--- config.mk ---
export PLATFORM = sky130hd
export DESIGN_NAME = orca_ansi_decoder
export DESIGN_NICKNAME = d
export VERILOG_FILES = /design/src/rtl/orca_pkg.sv /design/src/rtl/orca_ansi_param_acc.sv /design/src/rtl/orca_ansi_decoder.sv
export SDC_FILE = /design/constraint.sdc
export NUM_CORES = 1
export LEC_CHECK = 0
export ABC_AREA = 1
export CORE_MARGIN = 2
export CORE_UTILIZATION = 24
export CTS_CLUSTER_SIZE = 30
export DETAILED_ROUTE_END_ITERATION = 12
export PLACE_DENSITY = 0.42
export SETUP_SLACK_MARGIN = 0.1
export SKIP_LAST_GASP = 1
export SLEW_MARGIN = 20
export SYNTH_ARGS = -nofsm -noshare
export SYNTH_HDL_FRONTEND = slang
export SYNTH_SLANG_ARGS = --single-unit
--- constraint.sdc ---
create_clock -name clk -period 3.5 [get_ports clk]
set_input_delay 0.875 -clock clk [delete_from_list [all_inputs] [get_ports clk]]
set_output_delay 0.875 -clock clk [all_outputs]
set_load 0.01 [all_outputs]
--- src/rtl/orca_pkg.sv ---
`default_nettype none
// +----------------------------------------------------------------------+
// | orca_pkg : shared console-colour types, SGR constants, apply helper  |
// | Rev 1.0                                                              |
// +----------------------------------------------------------------------+
package orca_pkg;

  typedef logic [7:0] ubyte_t;

  typedef struct packed {
    logic       fg_set;
    logic [3:0] fg;
    logic       bold;
    logic       ul;
  } ansi_attr_t;

  typedef enum logic [1:0] {
    ST_IDLE = 2'd0,
    ST_ESC  = 2'd1,
    ST_CSI  = 2'd2
  } ansi_state_e;

  localparam ubyte_t ANSI_ESC = 8'h1B;
  localparam ubyte_t ANSI_CSI = 8'h5B;
  localparam ubyte_t ANSI_SGR = 8'h6D;
  localparam ubyte_t ANSI_SEP = 8'h3B;

  localparam logic [7:0] SGR_RESET          = 8'd0;
  localparam logic [7:0] SGR_BOLD           = 8'd1;
  localparam logic [7:0] SGR_UL             = 8'd4;
  localparam logic [7:0] SGR_BOLD_OFF       = 8'd22;
  localparam logic [7:0] SGR_UL_OFF         = 8'd24;
  localparam logic [7:0] SGR_FG_BASE        = 8'd30;
  localparam logic [7:0] SGR_FG_DEFAULT     = 8'd39;
  localparam logic [7:0] SGR_FG_BRIGHT_BASE = 8'd90;

  function automatic ansi_attr_t sgr_apply(input ansi_attr_t a, input logic [7:0] code);
    ansi_attr_t r;
    r = a;
    if (code == SGR_RESET) begin
      r = '0;
    end else if (code == SGR_BOLD) begin
      r.bold = 1'b1;
    end else if (code == SGR_BOLD_OFF) begin
      r.bold = 1'b0;
    end else if (code == SGR_UL) begin
      r.ul = 1'b1;
    end else if (code == SGR_UL_OFF) begin
      r.ul = 1'b0;
    end else if (code >= SGR_FG_BASE && code <= SGR_FG_BASE + 8'd7) begin
      r.fg_set = 1'b1;
      r.fg     = 4'(code - SGR_FG_BASE);
    end else if (code >= SGR_FG_BRIGHT_BASE && code <= SGR_FG_BRIGHT_BASE + 8'd7) begin
      // bright colours occupy palette slots 8..15
      r.fg_set = 1'b1;
      r.fg     = {1'b1, 3'(code - SGR_FG_BRIGHT_BASE)};
    end else if (code == SGR_FG_DEFAULT) begin
      r.fg_set = 1'b0;
      r.fg     = '0;
    end
    return r;
  endfunction

endpackage
`default_nettype wire

--- src/rtl/orca_ansi_param_acc.sv ---
`default_nettype none
// +----------------------------------------------------------------------+
// | orca_ansi_param_acc : decimal SGR parameter accumulator, sat. at 255 |
// | Rev 1.0                                                              |
// +----------------------------------------------------------------------+
module orca_ansi_param_acc (
  input  logic       clk,
  input  logic       rst_n,
  input  logic       clr_i,
  input  logic       load_i,
  input  logic [3:0] digit_i,
  output logic [7:0] acc_o
);

  logic [7:0]  acc_q;
  logic [7:0]  acc_d;
  logic [11:0] w_sum;

  always_comb begin
    w_sum = 12'(acc_q) * 12'd10 + 12'(digit_i);
    acc_d = acc_q;
    if (clr_i) begin
      acc_d = '0;
    end else if (load_i) begin
      acc_d = (w_sum > 12'd255) ? 8'hFF : w_sum[7:0];
    end
  end

  always_ff @(posedge clk or negedge rst_n) begin
    if (!rst_n) begin
      acc_q <= '0;
    end else begin
      acc_q <= acc_d;
    end
  end

  assign acc_o = acc_q;

endmodule
`default_nettype wire

--- src/rtl/orca_ansi_decoder.sv ---
`default_nettype none
// +----------------------------------------------------------------------+
// | orca_ansi_decoder : strips ANSI SGR sequences, tags chars with attrs |
// | Optional statistics counters: ORCA_ANSI_STATS_EN    Rev 1.0          |
// +----------------------------------------------------------------------+
module orca_ansi_decoder
  import orca_pkg::*;
#(
  parameter int MAX_SEQ_LEN = 16
`ifdef ORCA_ANSI_STATS_EN
  ,
  parameter int CNT_W = 16
`endif
) (
  input  logic       clk,
  input  logic       rst_n,
  input  logic       in_valid,
  output logic       in_ready,
  input  ubyte_t     in_data,
  output logic       out_valid,
  input  logic       out_ready,
  output ubyte_t     out_data,
  output ansi_attr_t out_attr,
  output ansi_attr_t cur_attr,
  output logic       err_pulse
`ifdef ORCA_ANSI_STATS_EN
  ,
  output logic [CNT_W-1:0] seq_count,
  output logic [CNT_W-1:0] err_count
`endif
);

  localparam int CW = $clog2(MAX_SEQ_LEN + 2);
  localparam logic [CW-1:0] MAX_CNT = CW'(MAX_SEQ_LEN);

  ansi_state_e   state_q;
  logic [CW-1:0] cnt_q;
  logic          out_valid_q;
  ubyte_t        out_data_q;
  ansi_attr_t    out_attr_q;
  ansi_attr_t    cur_attr_q;
  logic          err_q;

  logic          w_accept;
  logic          w_is_digit;
  logic          w_is_final;
  logic [CW-1:0] w_cnt_next;
  logic          w_overflow;
  logic          w_err;
  logic          w_done;
  logic          w_acc_clr;
  logic          w_acc_load;
  logic [7:0]    w_acc;

  // Only a character waiting in IDLE can be blocked by a full output stage
  assign in_ready   = (state_q != ST_IDLE) | ~out_valid_q | out_ready;
  assign w_accept   = in_valid & in_ready;
  assign w_is_digit = (in_data >= 8'h30) && (in_data <= 8'h39);
  assign w_is_final = (in_data >= 8'h40) && (in_data <= 8'h7E);
  assign w_cnt_next = cnt_q + CW'(1);
  assign w_overflow = (w_cnt_next > MAX_CNT);

  always_comb begin
    w_err  = 1'b0;
    w_done = 1'b0;
    if (w_accept) begin
      case (state_q)
        ST_ESC: w_err = (in_data != ANSI_CSI);
        ST_CSI: begin
          if (w_overflow)                           w_err  = 1'b1;
          else if (w_is_digit || in_data == ANSI_SEP) w_err  = 1'b0;
          else if (in_data == ANSI_SGR)             w_done = 1'b1;
          else if (!w_is_final)                     w_err  = 1'b1;
        end
        default: ;
      endcase
    end
  end

  assign w_acc_clr  = w_accept & ((state_q != ST_CSI) | (in_data == ANSI_SEP));
  assign w_acc_load = w_accept & (state_q == ST_CSI) & w_is_digit & ~w_overflow;

  orca_ansi_param_acc u_acc (
    .clk     (clk),
    .rst_n   (rst_n),
    .clr_i   (w_acc_clr),
    .load_i  (w_acc_load),
    .digit_i (in_data[3:0]),
    .acc_o   (w_acc)
  );

  always_ff @(posedge clk or negedge rst_n) begin
    if (!rst_n) begin
      state_q     <= ST_IDLE;
      cnt_q       <= '0;
      out_valid_q <= 1'b0;
      out_data_q  <= '0;
      out_attr_q  <= '0;
      cur_attr_q  <= '0;
      err_q       <= 1'b0;
    end else begin
      err_q <= w_err;
      if (out_valid_q && out_ready) begin
        out_valid_q <= 1'b0;
      end
      if (w_accept) begin
        case (state_q)
          ST_IDLE: begin
            if (in_data == ANSI_ESC) begin
              state_q <= ST_ESC;
              cnt_q   <= '0;
            end else begin
              out_valid_q <= 1'b1;
              out_data_q  <= in_data;
              out_attr_q  <= cur_attr_q;
            end
          end
          ST_ESC: begin
            cnt_q   <= w_cnt_next;
            state_q <= (in_data == ANSI_CSI) ? ST_CSI : ST_IDLE;
          end
          ST_CSI: begin
            cnt_q <= w_cnt_next;
            if (w_overflow) begin
              state_q <= ST_IDLE;
            end else if (w_is_digit) begin
              state_q <= ST_CSI;
            end else if (in_data == ANSI_SEP) begin
              cur_attr_q <= sgr_apply(cur_attr_q, w_acc);
            end else if (w_done) begin
              cur_attr_q <= sgr_apply(cur_attr_q, w_acc);
              state_q    <= ST_IDLE;
            end else if (in_data == ANSI_ESC) begin
              // a fresh ESC abandons the broken sequence and starts a new one
              state_q <= ST_ESC;
              cnt_q   <= '0;
            end else begin
              state_q <= ST_IDLE;
            end
          end
          default: state_q <= ST_IDLE;
        endcase
      end
    end
  end

  assign out_valid = out_valid_q;
  assign out_data  = out_data_q;
  assign out_attr  = out_attr_q;
  assign cur_attr  = cur_attr_q;
  assign err_pulse = err_q;

`ifdef ORCA_ANSI_STATS_EN
  logic [CNT_W-1:0] seq_cnt_q;
  logic [CNT_W-1:0] err_cnt_q;

  always_ff @(posedge clk or negedge rst_n) begin
    if (!rst_n) begin
      seq_cnt_q <= '0;
      err_cnt_q <= '0;
    end else begin
      if (w_done) seq_cnt_q <= seq_cnt_q + CNT_W'(1);
      if (w_err)  err_cnt_q <= err_cnt_q + CNT_W'(1);
    end
  end

  assign seq_count = seq_cnt_q;
  assign err_count = err_cnt_q;
`endif

endmodule
`default_nettype wire
======== Word level (Yosys, flattened, before mapping) ========
Cells that the tools add are included.
W data, S select, Z words.
cells by class
  multipliers ............................. 1
  bitwise logic cells ..................... 12
  $add $sub $neg .......................... 4
  mux-type cells .......................... 49
  order comparisons ....................... 10
  equality and inequality tests ........... 15
  reduce and logical (&&, ||, !) cells .... 16
operator list
  operator                number
  $mux W5                 13
  $eq A8 B5 Y1 const B    3
  $mux W8                 3
  $mux W1                 22
  $mux W7                 3
  $eq A8 B6 Y1 const B    2
  $eq A8 B7 Y1 const B    2
  $ge A8 B7 Y1 const B    2
  $le A8 B6 Y1 const B    2
  $le A8 B7 Y1 const B    2
  $pmux W5 S3             1
  $add A12 B4 Y12         1
  $gt A12 B8 Y1 const B   1
  $mul A8 B3 Y11 const B  1
  $mux W2                 5
  $reduce_and A3 Y1       3
  $eq A8 B1 Y1 const B    1
  $eq A8 B3 Y1 const B    1
  $ge A8 B5 Y1 const B    1
  $ge A8 B6 Y1 const B    1
  $logic_not A8 Y1        1
  $ne A8 B7 Y1 const B    1
  $pmux W2 S3             1
  $reduce_bool A2 Y1      3
  other kinds (17)        31
storage, ports and cells
  flip-flop bits (word level) ............. 39
  input port bits ......................... 12
  output and inout port bits .............. 25
  logic and storage cells ................. 121

======== Longest topological paths before layout ========
  depth after elaboration ................. 12
  depth in mapped cells ................... 15
  gate-level depth less buffers ........... 15

======== Cells and area by module ========
Synthesis repeated with hierarchy kept, for this count alone.
unflattened totals
  cell total of the unflattened synthesis .. 370
  area, all modules ....................... 2911.5 sq um
modules (own cells, without submodules)
  module               instances  cells each  seq. area each (sq um)  area each (sq um)
  orca_ansi_decoder    1          247         775.7                   1945.6
  orca_ansi_param_acc  1          123         200.2                   965.9

======== Worst setup path after synthesis ========
OpenSTA, ideal clock, no wires.
  kind .................................... register -> register
  start point ............................. reg u_acc.acc_q[1], in the netlist u_acc.acc_o[1]
  end point ............................... reg u_acc.acc_q[1], in the netlist u_acc.acc_o[1]
  cell stages (with the launch flop) ...... 15
  period minus slack after synthesis ...... 2473 ps
  buffers on the path ..................... 0
  data required time ...................... 3383 ps
  setup time .............................. 117 ps
  path slack .............................. 1027 ps
  data arrival time ....................... 2356 ps
  cell sequence ........................... dfrtp_1 > ha_1 > ha_1 > inv_1 > fa_1 > nor2_1 > nand3b_1 > nand2_1 > nand2_1 > nor2_1 > nor2_2 > nor2_4 > nand3_1 > nand2_1 > nand2_1
on the way
  cells in the longest elaborated chain, start to end .. 6
RTL lines
  item                      line                       text
  start: declaration        orca_ansi_param_acc.sv:15  logic [7:0] acc_q;
  start signal: assignment  orca_ansi_param_acc.sv:31  acc_q <= '0;
  start signal: assignment  orca_ansi_param_acc.sv:33  acc_q <= acc_d;
  $mul A8 B3 Y11            orca_ansi_param_acc.sv:20  w_sum = 12'(acc_q) * 12'd10 + 12'(digit_i);
  $add A12 B4 Y12           orca_ansi_param_acc.sv:20
  $gt A12 B8 Y1             orca_ansi_param_acc.sv:25  acc_d = (w_sum > 12'd255) ? 8'hFF : w_sum[7:0];
  $mux W8                   orca_ansi_param_acc.sv:25
  $mux W8                   orca_ansi_param_acc.sv:24  end else if (load_i) begin
  $mux W8                   orca_ansi_param_acc.sv:22  if (clr_i) begin
No other way between the ends. The select of a mux whose other input is x is not followed.
A chain may end at the register's enable or synchronous reset.

======== Worst setup path in the final report ========
  start point ............................. in out_ready
  end point ............................... out in_ready
on the way
  cells in the longest elaborated chain, start to end .. 1
RTL lines
  item                line                     text
  start: declaration  orca_ansi_decoder.sv:21  input logic out_ready,
  $or A1 B1 Y1        orca_ansi_decoder.sv:56  assign in_ready = (state_q != ST_IDLE) | ~out_valid_q | out_ready;
  end: declaration    orca_ansi_decoder.sv:18  output logic in_ready,
No other way between the ends.

==> out/qor.csv <==
metric,value,unit
gr-usage-all-layers,11.0,%
routedWlPerCell,12.3,microns
row_count,39,
regToRegEndpoint,u_acc.acc_o[3],
syn_nets,399,
final_cells,549,
synth_cells,363,
dieHeight,113,microns
core_area,11600,sq um
start_kind,input pin,
r2r_cells,14,
cp_max_fo,2,
worstMarginPinSlew,0.911,ns
min_path_type,flip-flop to flip-flop,
viasPerCell,4.41,
avgSynthCellArea,7.91,sq um
cts_hold_buf,0,
drive_gt1_share,14.5,%
worstHoldEndpoint,out_data[6],
seq_area,976,sq um
critPathRequiredTime,2.62,ns
synth_cell_types,37,
root_buffer,clkbuf_16,
io_buffers,36,
arrival,1.99,ns
clock_sinks,39,
path_class,input pin to output port,
min_from,out_data[6],
r2r_setup_slack,0.64,ns
antenna_found_initial,0,
fmax,349,MHz
slowest_stage,clkdlybuf4s50_1,
status,"finished, final reports clean",
firstDrtPassIters,4,
drc_errors,0,
first_iter_violations,112,
clkSlewWorstSetupHoldPaths,0.06,ns
fin_skew,0.00884,ns
grt_pass1_vias,2323,
powerDensity,422,nW/um^2
grt_first_pass_wirelength,11500,microns
routed_wl,6770,microns
clockBufferDepth,2,
period_needed,2.87,ns
die_w,113,microns
ir_worst_vdd,181,uV
vias,2422,
ctsResizeCount,0,
max_slew_margin,39.2,%
initial_utilization,24.8,%
yosys_warnings,0,
slew_viol_final,0,
postRouteAntennaNets,0,
cts_buffers,5,
p_leak,1.72,nW
hold_viol,0,
area_growth,24.6,%
place.gp.congestion,0.806,
period_share,81.9,%
yosysSeqAreaShare,34.0,%
dp_hpwl,5300,microns
drv_cap,0,
die-area,12900,sq um
crit_chain,clkdlybuf4s50_1 -> inv_1 -> nand3_2 -> clkdlybuf4s50_1,
rsz0062_at_grt,no,
critPathCaptureType,output port,
grt_max_degree,40,
hold_depth,2,
fillers,1257,
pin_count,37,
finalSetupViolCount,0,
post-cts-setup-buffers,0,
place_inst,541,
syn_area,2870,sq um
cp_slowest_stage_delay,0.54,ns
clk_latency,0.28,ns
tritoncts,built,
tns,0,ns
post-route-util,31.0,%
critPathMostFrequentCell,clkdlybuf4s50_1,
multi_input_area,1700,sq um
worstReg2RegStart,u_acc.acc_o[3],
diodes,0,
htreeDepth,2,
nNetsFinal,441,
grt_overflow,0,
ys_ff_latch,39,
==> per-layer routing <==
metal | track usage (%) | part of all wire, %
met5 | 0 | 0
met4 | 3.09 | 1.1
met3 | 1.49 | 2.3
met2 | 16.3 | 41
met1 | 16.7 | 56
==> how the worst max path moves through the flow <==
stage	from	end	slack [ns]	cells after the start
floorplan	u_acc.acc_o[1]	u_acc.acc_o[1]	1.03	14
global placement	in_data[1]	u_acc.acc_o[3]	0.50	13
detailed placement	in_data[1]	u_acc.acc_o[3]	0.43	13
CTS	u_acc.acc_o[3]	u_acc.acc_o[3]	0.63	14
global route	u_acc.acc_o[3]	u_acc.acc_o[1]	0.39	14
finish	out_ready	in_ready	0.63	4
==> synthesized netlist by cell type, drive strengths merged <==
cell type	instances	area, sq um
nand2	111	467
nand3	47	300
inv	46	173
dfrtp	39	976
nor2	26	145
ha	22	275
o21ai	21	116
a21oi	10	72.6
nand4	10	62.6
mux2	6	67.6
xor2	5	51.3
nand3b	4	30.0
buf	2	12.5
fa	2	40.0
nor3	2	15.0
nor4	2	12.5
xnor2	2	17.5
a31oi	1	6.26
clkbuf	1	3.75
clkinv	1	8.76
o21bai	1	7.51
o22ai	1	6.26
or2	1	6.26
==> cells by family (layout without fill, tap and decap cells) <==
family	Yosys count	count (layout)	share of synthesized area, %
muxes	6	6	2.35
AOI/OAI and AO/OA	34	34	7.27
buffers and inverters	50	93	6.88
adders and majority gates	24	24	11.0
xor gates and xnor gates	7	7	2.40
DFF	39	39	34.0
and+or+nand+nor	203	203	36.1
==> per-stage QoR <==
step           setup slack, ns  power (mW)  hold WS, ns  area (sq um)
4_1_cts                  0.634        1.54        0.488          3580
5_1_grt                  0.391        1.60        0.511          3580
3_5_place_dp             0.432       0.990        0.473          3410
6_report                 0.634        1.51        0.481          3580
2_1_floorplan             1.03       0.793        0.498          2870
3_3_place_gp             0.505       0.989        0.470          3410
==> cell usage in the layout (no fill, tap or decap), types with 10 or more instances in the layout <==
| cell | Yosys | layout |
|---|---|---|
| clkdlybuf4s50_1 | 0 | 35 |
| o21ai_0 | 13 | 13 |
| nor2_1 | 19 | 19 |
| nand2_1 | 101 | 101 |
| nand3_1 | 37 | 37 |
| dfrtp_1 | 39 | 39 |
| inv_1 | 39 | 39 |
| ha_1 | 22 | 22 |
| nand4_1 | 10 | 10 |
==> where the power goes <==
part / switching (mW) / leakage [nW] / total [mW] / internal [mW]
Combinational: 0.216 / 1.11 / 0.409 / 0.192
Sequential: 0.0496 / 0.527 / 0.567 / 0.517
Clock: 0.182 / 0.0868 / 0.536 / 0.355
Total: 0.448 / 1.72 / 1.51 / 1.06
==> critical path, delay by kind of cell <==
kind	cells	cell delay (ns)
buffers and inverters	3	1.04
and+or+nand+nor	1	0.07
==> layout make-up <==
class                      instances  area share (%)
clock buffer                       6            3.88
clock inverter                     2           0.979
inverter                          47            5.07
multi-input combinational        274            47.5
sequential                        39            27.3
tap                              143            5.00
timing repair buffer              38            10.3
==> state kept, by name, indices dropped and copies added (netlist names) <==
name and count:
u_acc.acc_o 8, out_data 8, state_q 2, out_attr 7
cur_attr 7, out_valid 1, err_pulse 1, cnt_q 5
No activity file was read; power rests on OpenSTA's default activity.
==> variant 1: new RTL, same flow settings <==
The option `ORCA_ANSI_STATS_EN` is turned on by a define.
--- a/src/rtl/orca_ansi_decoder.sv
+++ b/src/rtl/orca_ansi_decoder.sv
@@ -3,6 +3,8 @@
 // | orca_ansi_decoder : strips ANSI SGR sequences, tags chars with attrs |
 // | Optional statistics counters: ORCA_ANSI_STATS_EN    Rev 1.0          |
 // +----------------------------------------------------------------------+
+`define ORCA_ANSI_STATS_EN
+
 module orca_ansi_decoder
   import orca_pkg::*;
 #(
Function (old outputs only; new: err_count and seq_count): kept (equiv_simple and equiv_induct, registers matched by name and starting in step).
==> variant 1 against the original RTL <==
  * Sequential power is 72% higher
  * Clock power is 100% higher
  * Final area increased by 67%
  * Die area grew 60%
  * Routed wire length rose by 87%
  * Worst setup slack got worse by 24 ps
  * Synthesized area grew 62%
  * Sequential cell count rose by 32
  * Total power increased by 74%
  * Critical endpoint unchanged
  * Highest routed layer unchanged
==> variant 1: results (changes against the original RTL) <==
----------------------------------------------------
[GRT]
  Pin count of the biggest net entering global routing ... 72 (+80%)
  GRT Resource Usage Total ... 12.98% (+2.0 points)
  Antenna violations before repair ... 0 (unchanged)
  Via count of the first global-routing pass ... 4,099 (+76%)
  Wire length of the first global-routing pass ... 21,020 um (+83%)

[Routing]
  Iteration count of the initial detailed-routing pass ... 4 (unchanged)
  First-iteration detailed-routing DRC count ... 220 (+96%)
  Via count ... 4,174 (+72%)
  Total Wirelength ... 12,630 um (+87%)

[Placement]
  Total half-perimeter wirelength after legalization and detailed placement ... 9525 um (+80%)
  Port buffer count ... 68 (+89%)
  Placer Congestion ... 0.8313 (+3.1%)
  Area after DPL ... 0.005635 mm2 (+65%)

[STA]
  Worst clock skew on the final layout ... 4.826 ps (-4.012 ps)
  Slew margin rel. ... 37.13% (-2.1 points)
  Final worst-path cycle share ... 82.58% (+0.69 points)

[Yosys]
  Number of distinct library cell variants in the gate-level netlist after synthesis ... 36 (-2.7%)
  Flip-flop cell with the highest count after synthesis ... sky130_fd_sc_hd__dfrtp_1
  Portion of the post-synthesis area used by sequential elements ... 38.08% (+4.1 points)
  Most area-consuming cells after synthesis ... sky130_fd_sc_hd__dfrtp_1 38%, sky130_fd_sc_hd__nand2_1 15%, sky130_fd_sc_hd__nand3_1 7.5%
  Yosys warning count ... 0 (unchanged)
  Most frequent cells after synthesis ... 191 x sky130_fd_sc_hd__nand2_1, 71 x sky130_fd_sc_hd__dfrtp_1, 70 x sky130_fd_sc_hd__nand3_1, 60 x sky130_fd_sc_hd__inv_1, 40 x sky130_fd_sc_hd__nor2_1
  Fraction of registers with async set or reset after synthesis ... 100.0% (unchanged)
  Synthesized Nets ... 646 (+62%)

[Pwr]
  Leakage ... 2.921 nW (+70%)
  Peak ir drop on the vdd network ... 267.4 uV (+48%)

[Clocking]
  Post-cts gate resize count ... 0 (unchanged)
  Setup fix buffers added after clock tree synthesis ... 0 (unchanged)
  Latest clock arrival within the worst-skew pair ... 340 ps (+60 ps)
  CTS Root Buffer Type ... sky130_fd_sc_hd__clkbuf_16
  Clock-pin transition on the worst setup and hold timing paths ... 60 ps (about the same)
  H-tree Lvls ... 3 (+1)
  Maximum root-to-sink buffer count ... 2 (unchanged)
  CTS buffer count ... 9 (+4)

[Status]
  Run status ... complete, no violations

[Hold path]
  Worst Hold Class ... reg2reg

[Layout]
  Filler cell count ... 2,061 (+64%)
  # nets final ... 721 (+63%)
  Share of post-route cells with drive strength above 1 ... 8.006% (-6.5 points)
  Number of diodes ... 0 (unchanged)

[Worst setup path]
  Worst EP arrival ... 2020 ps (+30 ps)
  Peak fanout along the critical path ... 2 (unchanged)

----------------------------------------------------
-- variant 1: critical path: stages --
cell and delay [ps]:
sky130_fd_sc_hd__clkdlybuf4s50_1 450, sky130_fd_sc_hd__inv_1 40, sky130_fd_sc_hd__nand3_1 90, sky130_fd_sc_hd__clkdlybuf4s50_1 550
-- variant 1: cell type report --
class	count	area (um2)	area share, %
clock buffer	12	256.5	4.288
sequential	71	1777	29.70
inverter	64	240.2	4.016
clock inverter	3	90.09	1.506
multi-input combinational	465	2585	43.21
timing repair buffer	72	708.2	11.84
tap	260	325.3	5.438
-- variant 1: logic make-up after synthesis --
family                   after synthesis  synth area share (%)
multiplexers                           9                 2.172
AND/OR/NAND/NOR                      367                 35.91
adder cells (fa/ha/maj)               26                 7.294
XOR/XNOR                              34                 6.382
flip-flops                            71                 38.08
AO/OA/AOI/OAI                         29                 3.647
buffers and inverters                 72                 6.516
-- variant 1: per-layer routing --
metal  GRT usage, %  up-vias  part of all wire (%)
li1               -     2133                     -
met1          16.51     1945                    47
met2          21.35       86                    47
met3          3.865       10                   5.1
met4          3.715        0                  0.99
met5              0        -                     0
-- variant 1: worst paths after layout --
check                                           startpoint                         end  slack (ps)  cells past startpoint
worst max-delay path                             out_ready                    in_ready         610                      4
worst min register to register     out_attr[1]$_DFFE_PN0P_     out_attr[1]$_DFFE_PN0P_         490                      2
min in group asynchronous                            rst_n     out_attr[4]$_DFFE_PN0P_         690                      1
worst max register to register  u_acc.acc_o[3]$_DFFE_PN0P_  u_acc.acc_o[2]$_DFFE_PN0P_         760                     14
worst min-delay path               out_attr[1]$_DFFE_PN0P_     out_attr[1]$_DFFE_PN0P_         490                      2
max in group asynchronous                            rst_n        cnt_q[4]$_DFFE_PN0P_        2210                      1
-- variant 1: per-stage QoR --
stage / worst slack [ps] / util, % / cells
floorplan: 1065 / - / 608
global placement: 369.5 / 29.83 / 932
detailed placement: 315.6 / 29.83 / 932
CTS: 601.8 / 31.66 / 947
global route: 506.6 / 31.66 / 947
finish: 609.9 / 31.66 / 947
-- variant 1: report_power, final --
part           internal, mW  leakage, nW  switching (mW)
Sequential            0.908        0.940          0.0697
Combinational         0.255         1.81           0.318
Clock                 0.732        0.169           0.350
Total                  1.89         2.92           0.738
==> variant 2: new RTL, same settings <==
Made on the original files. The 3 states of `ansi_state_e` get a one-hot encoding in 3 bits.
--- a/src/rtl/orca_pkg.sv
+++ b/src/rtl/orca_pkg.sv
@@ -14,10 +14,10 @@
     logic       ul;
   } ansi_attr_t;
 
-  typedef enum logic [1:0] {
-    ST_IDLE = 2'd0,
-    ST_ESC  = 2'd1,
-    ST_CSI  = 2'd2
+  typedef enum logic [2:0] {
+    ST_IDLE = 3'b001,
+    ST_ESC  = 3'b010,
+    ST_CSI  = 3'b100
   } ansi_state_e;
 
   localparam ubyte_t ANSI_ESC = 8'h1B;
Behaviour: no difference found for any inputs over 4 cycles, from zero or initial values and one cycle with rst_n low; so few cycles prove little.
==> variant 2 against the original RTL <==
  * Total power fell by 0.32%
  * Clock skew up 0.53 ps
  * Synthesized area is 2.2% lower
  * Final area shrank 3.1%
  * Cell count shrank 2.0%
  * Critical path depth unchanged
  * Worst hold slack worse by 10 ps
  * Worst setup slack lost 11 ps
  * Sequential power up 5.5%
  * Routed wire length is 4.8% lower
  * First-iteration DRC count grew 8.0%
  * Sequential cell count is 1 higher
  * Via count about the same
  * Critical path type unchanged
  * Largest cell class unchanged
==> variant 2: results (changes against the original RTL) <==
----------------------------------------------------
[STA]
  Fin. Hold Viols ... 0 (unchanged)
  Worst-Margin Slew ... 891.9 ps (-19.47 ps)
  Worst clock skew on the final layout ... 9.368 ps (+0.5302 ps)

[Clocking]
  CTS buffer count ... 5 (unchanged)
  Latest clock arrival within the worst-skew pair ... 280 ps (about the same)
  H-tree Lvls ... 2 (unchanged)
  CTS Root Buffer Type ... sky130_fd_sc_hd__clkbuf_16
  Clock-pin transition on the worst setup and hold timing paths ... 50 ps

[Worst setup path]
  Peak fanout along the critical path ... 2 (unchanged)
  Family of cells with the greatest summed delay on the critical path ... buffers and inverters
  Worst EP arrival ... 2000 ps
  Slowest stage delay, CP ... 530 ps
  Worst r2r src ... u_acc.acc_o[1]$_DFFE_PN0P_
  Critical path origin ... out_ready

[Routing]
  First-iteration detailed-routing DRC count ... 121 (+8.0%)
  Wirelength per Cell ... 11.97 um (-2.9%)
  Vias per cell ... 4.506 (+2.1%)

[GRT]
  Antenna violations before repair ... 0 (unchanged)
  Via count of the first global-routing pass ... 2,325 (+0.086%)
  Wire length of the first global-routing pass ... 11,200 um (-2.6%)
  Pin count of the biggest net entering global routing ... 41 (+2.5%)
  GRT Resource Usage Total ... 10.83% (-0.16 points)

[Pwr]
  Power of the clock network ... 0.437 mW (-18%)
  Peak ir drop on the vdd network ... 239.8 uV (+33%)
  Leakage ... 1.648 nW (-4.3%)
  Sequential Power Share ... 39.7% (+2.2 points)
  Internal power ... 1.043 mW (-2.0%)

[Hold path]
  Startpoint of the lowest-slack hold path ... state_q[0]$_DFFE_PN1P_
  Worst Hold Class ... reg2reg

[Yosys]
  Most frequent cells after synthesis ... 92 x sky130_fd_sc_hd__nand2_1, 43 x sky130_fd_sc_hd__inv_1, 39 x sky130_fd_sc_hd__dfrtp_1, 34 x sky130_fd_sc_hd__nand3_1, 25 x sky130_fd_sc_hd__nor2_1
  Synthesized Nets ... 386 (-3.3%)
  Fraction of registers with async set or reset after synthesis ... 100.0% (unchanged)
  Number of distinct library cell variants in the gate-level netlist after synthesis ... 35 (-5.4%)
  Most area-consuming cells after synthesis ... sky130_fd_sc_hd__dfrtp_1 35%, sky130_fd_sc_hd__nand2_1 12%, sky130_fd_sc_hd__ha_1 8.0%
  Portion of the post-synthesis area used by sequential elements ... 35.68% (+1.7 points)

[Placement]
  Port buffer count ... 36 (unchanged)
  Post-placement worst setup slack ... 473.3 ps (+41.57 ps)
  Placer Congestion ... 0.8104 (+0.53%)
  Total half-perimeter wirelength after legalization and detailed placement ... 5059 um (-4.6%)

[Layout]
  Share of post-route cells with drive strength above 1 ... 12.15% (-2.4 points)
  # nets final ... 427 (-3.2%)

[Status]
  Run status ... complete, no violations

----------------------------------------------------
## variant 2: cell types whose count changed after synthesis, moves of 4 or more
cell / change
sky130_fd_sc_hd__nand2_1: -9
sky130_fd_sc_hd__mux2_4: +10
sky130_fd_sc_hd__inv_2: -4
sky130_fd_sc_hd__nor2_1: +6
sky130_fd_sc_hd__nand2_4: -4
sky130_fd_sc_hd__nor2_2: +4
sky130_fd_sc_hd__inv_1: +4
sky130_fd_sc_hd__nor2_4: -6
sky130_fd_sc_hd__mux2_2: -5
sky130_fd_sc_hd__nand4_1: +4
sky130_fd_sc_hd__ha_1: -4
## variant 2: cell type report
| cell class | instances | area [um2] |
|---|---|---|
| Multi-Input combinational cell | 265 | 1615 |
| Sequential cell | 40 | 1002 |
| Tap cell | 143 | 178.9 |
| Timing Repair Buffer | 37 | 362.8 |
| Clock inverter | 2 | 12.51 |
| Fill cell | 1237 | 7949 |
| Inverter | 46 | 172.7 |
| Clock buffer | 5 | 125.1 |
## variant 2: worst paths after layout
kind                                         endpoint  slack (ps)  cells past startpoint
setup / recovery                             in_ready         620                      4
hold / removal                 state_q[0]$_DFFE_PN1P_         470                      2
setup reg to reg           u_acc.acc_o[3]$_DFFE_PN0P_         830                     11
hold reg to reg                state_q[0]$_DFFE_PN1P_         470                      2
max in group asynchronous      state_q[1]$_DFFE_PN0P_        2220                      1
min in group asynchronous     out_attr[4]$_DFFE_PN0P_         720                      1
## variant 2: logic make-up (layout without fill, tap and decap cells)
group / Yosys count / count (layout) / synth area share, %
AND/OR/NAND/NOR: 191 / 191 / 32.56
buffers and inverters: 49 / 90 / 6.904
flip-flops: 40 / 40 / 35.68
AO/OA/AOI/OAI: 36 / 36 / 7.573
adder cells (fa/ha/maj): 20 / 20 / 9.443
multiplexers: 10 / 10 / 5.345
XOR/XNOR: 8 / 8 / 2.495
## variant 2: routing by layer
metal / routed length, um / up-vias / share of wire (%) / global-route usage (%)
met4: 74 / 0 / 1.1 / 3.171
met3: 231 / 5 / 3.6 / 1.890
li1: - / 1260 / - / -
met5: 0 / - / 0 / 0
met1: 3403 / 1106 / 53 / 15.56
met2: 2730 / 53 / 42 / 16.75
## variant 2: metrics by stage
stage / instances / hold WS, ps / power (mW) / instance area [um2] / utilization (%)
2_1_floorplan: 354 / 447.5 / 0.8740 / 2809 / -
3_3_place_gp: 531 / 461.9 / 1.082 / 3332 / 29.18
3_5_place_dp: 531 / 464.8 / 1.080 / 3332 / 29.18
4_1_cts: 538 / 471.0 / 1.525 / 3470 / 30.39
5_1_grt: 538 / 502.8 / 1.606 / 3470 / 30.39
6_report: 538 / 470.6 / 1.507 / 3470 / 30.39
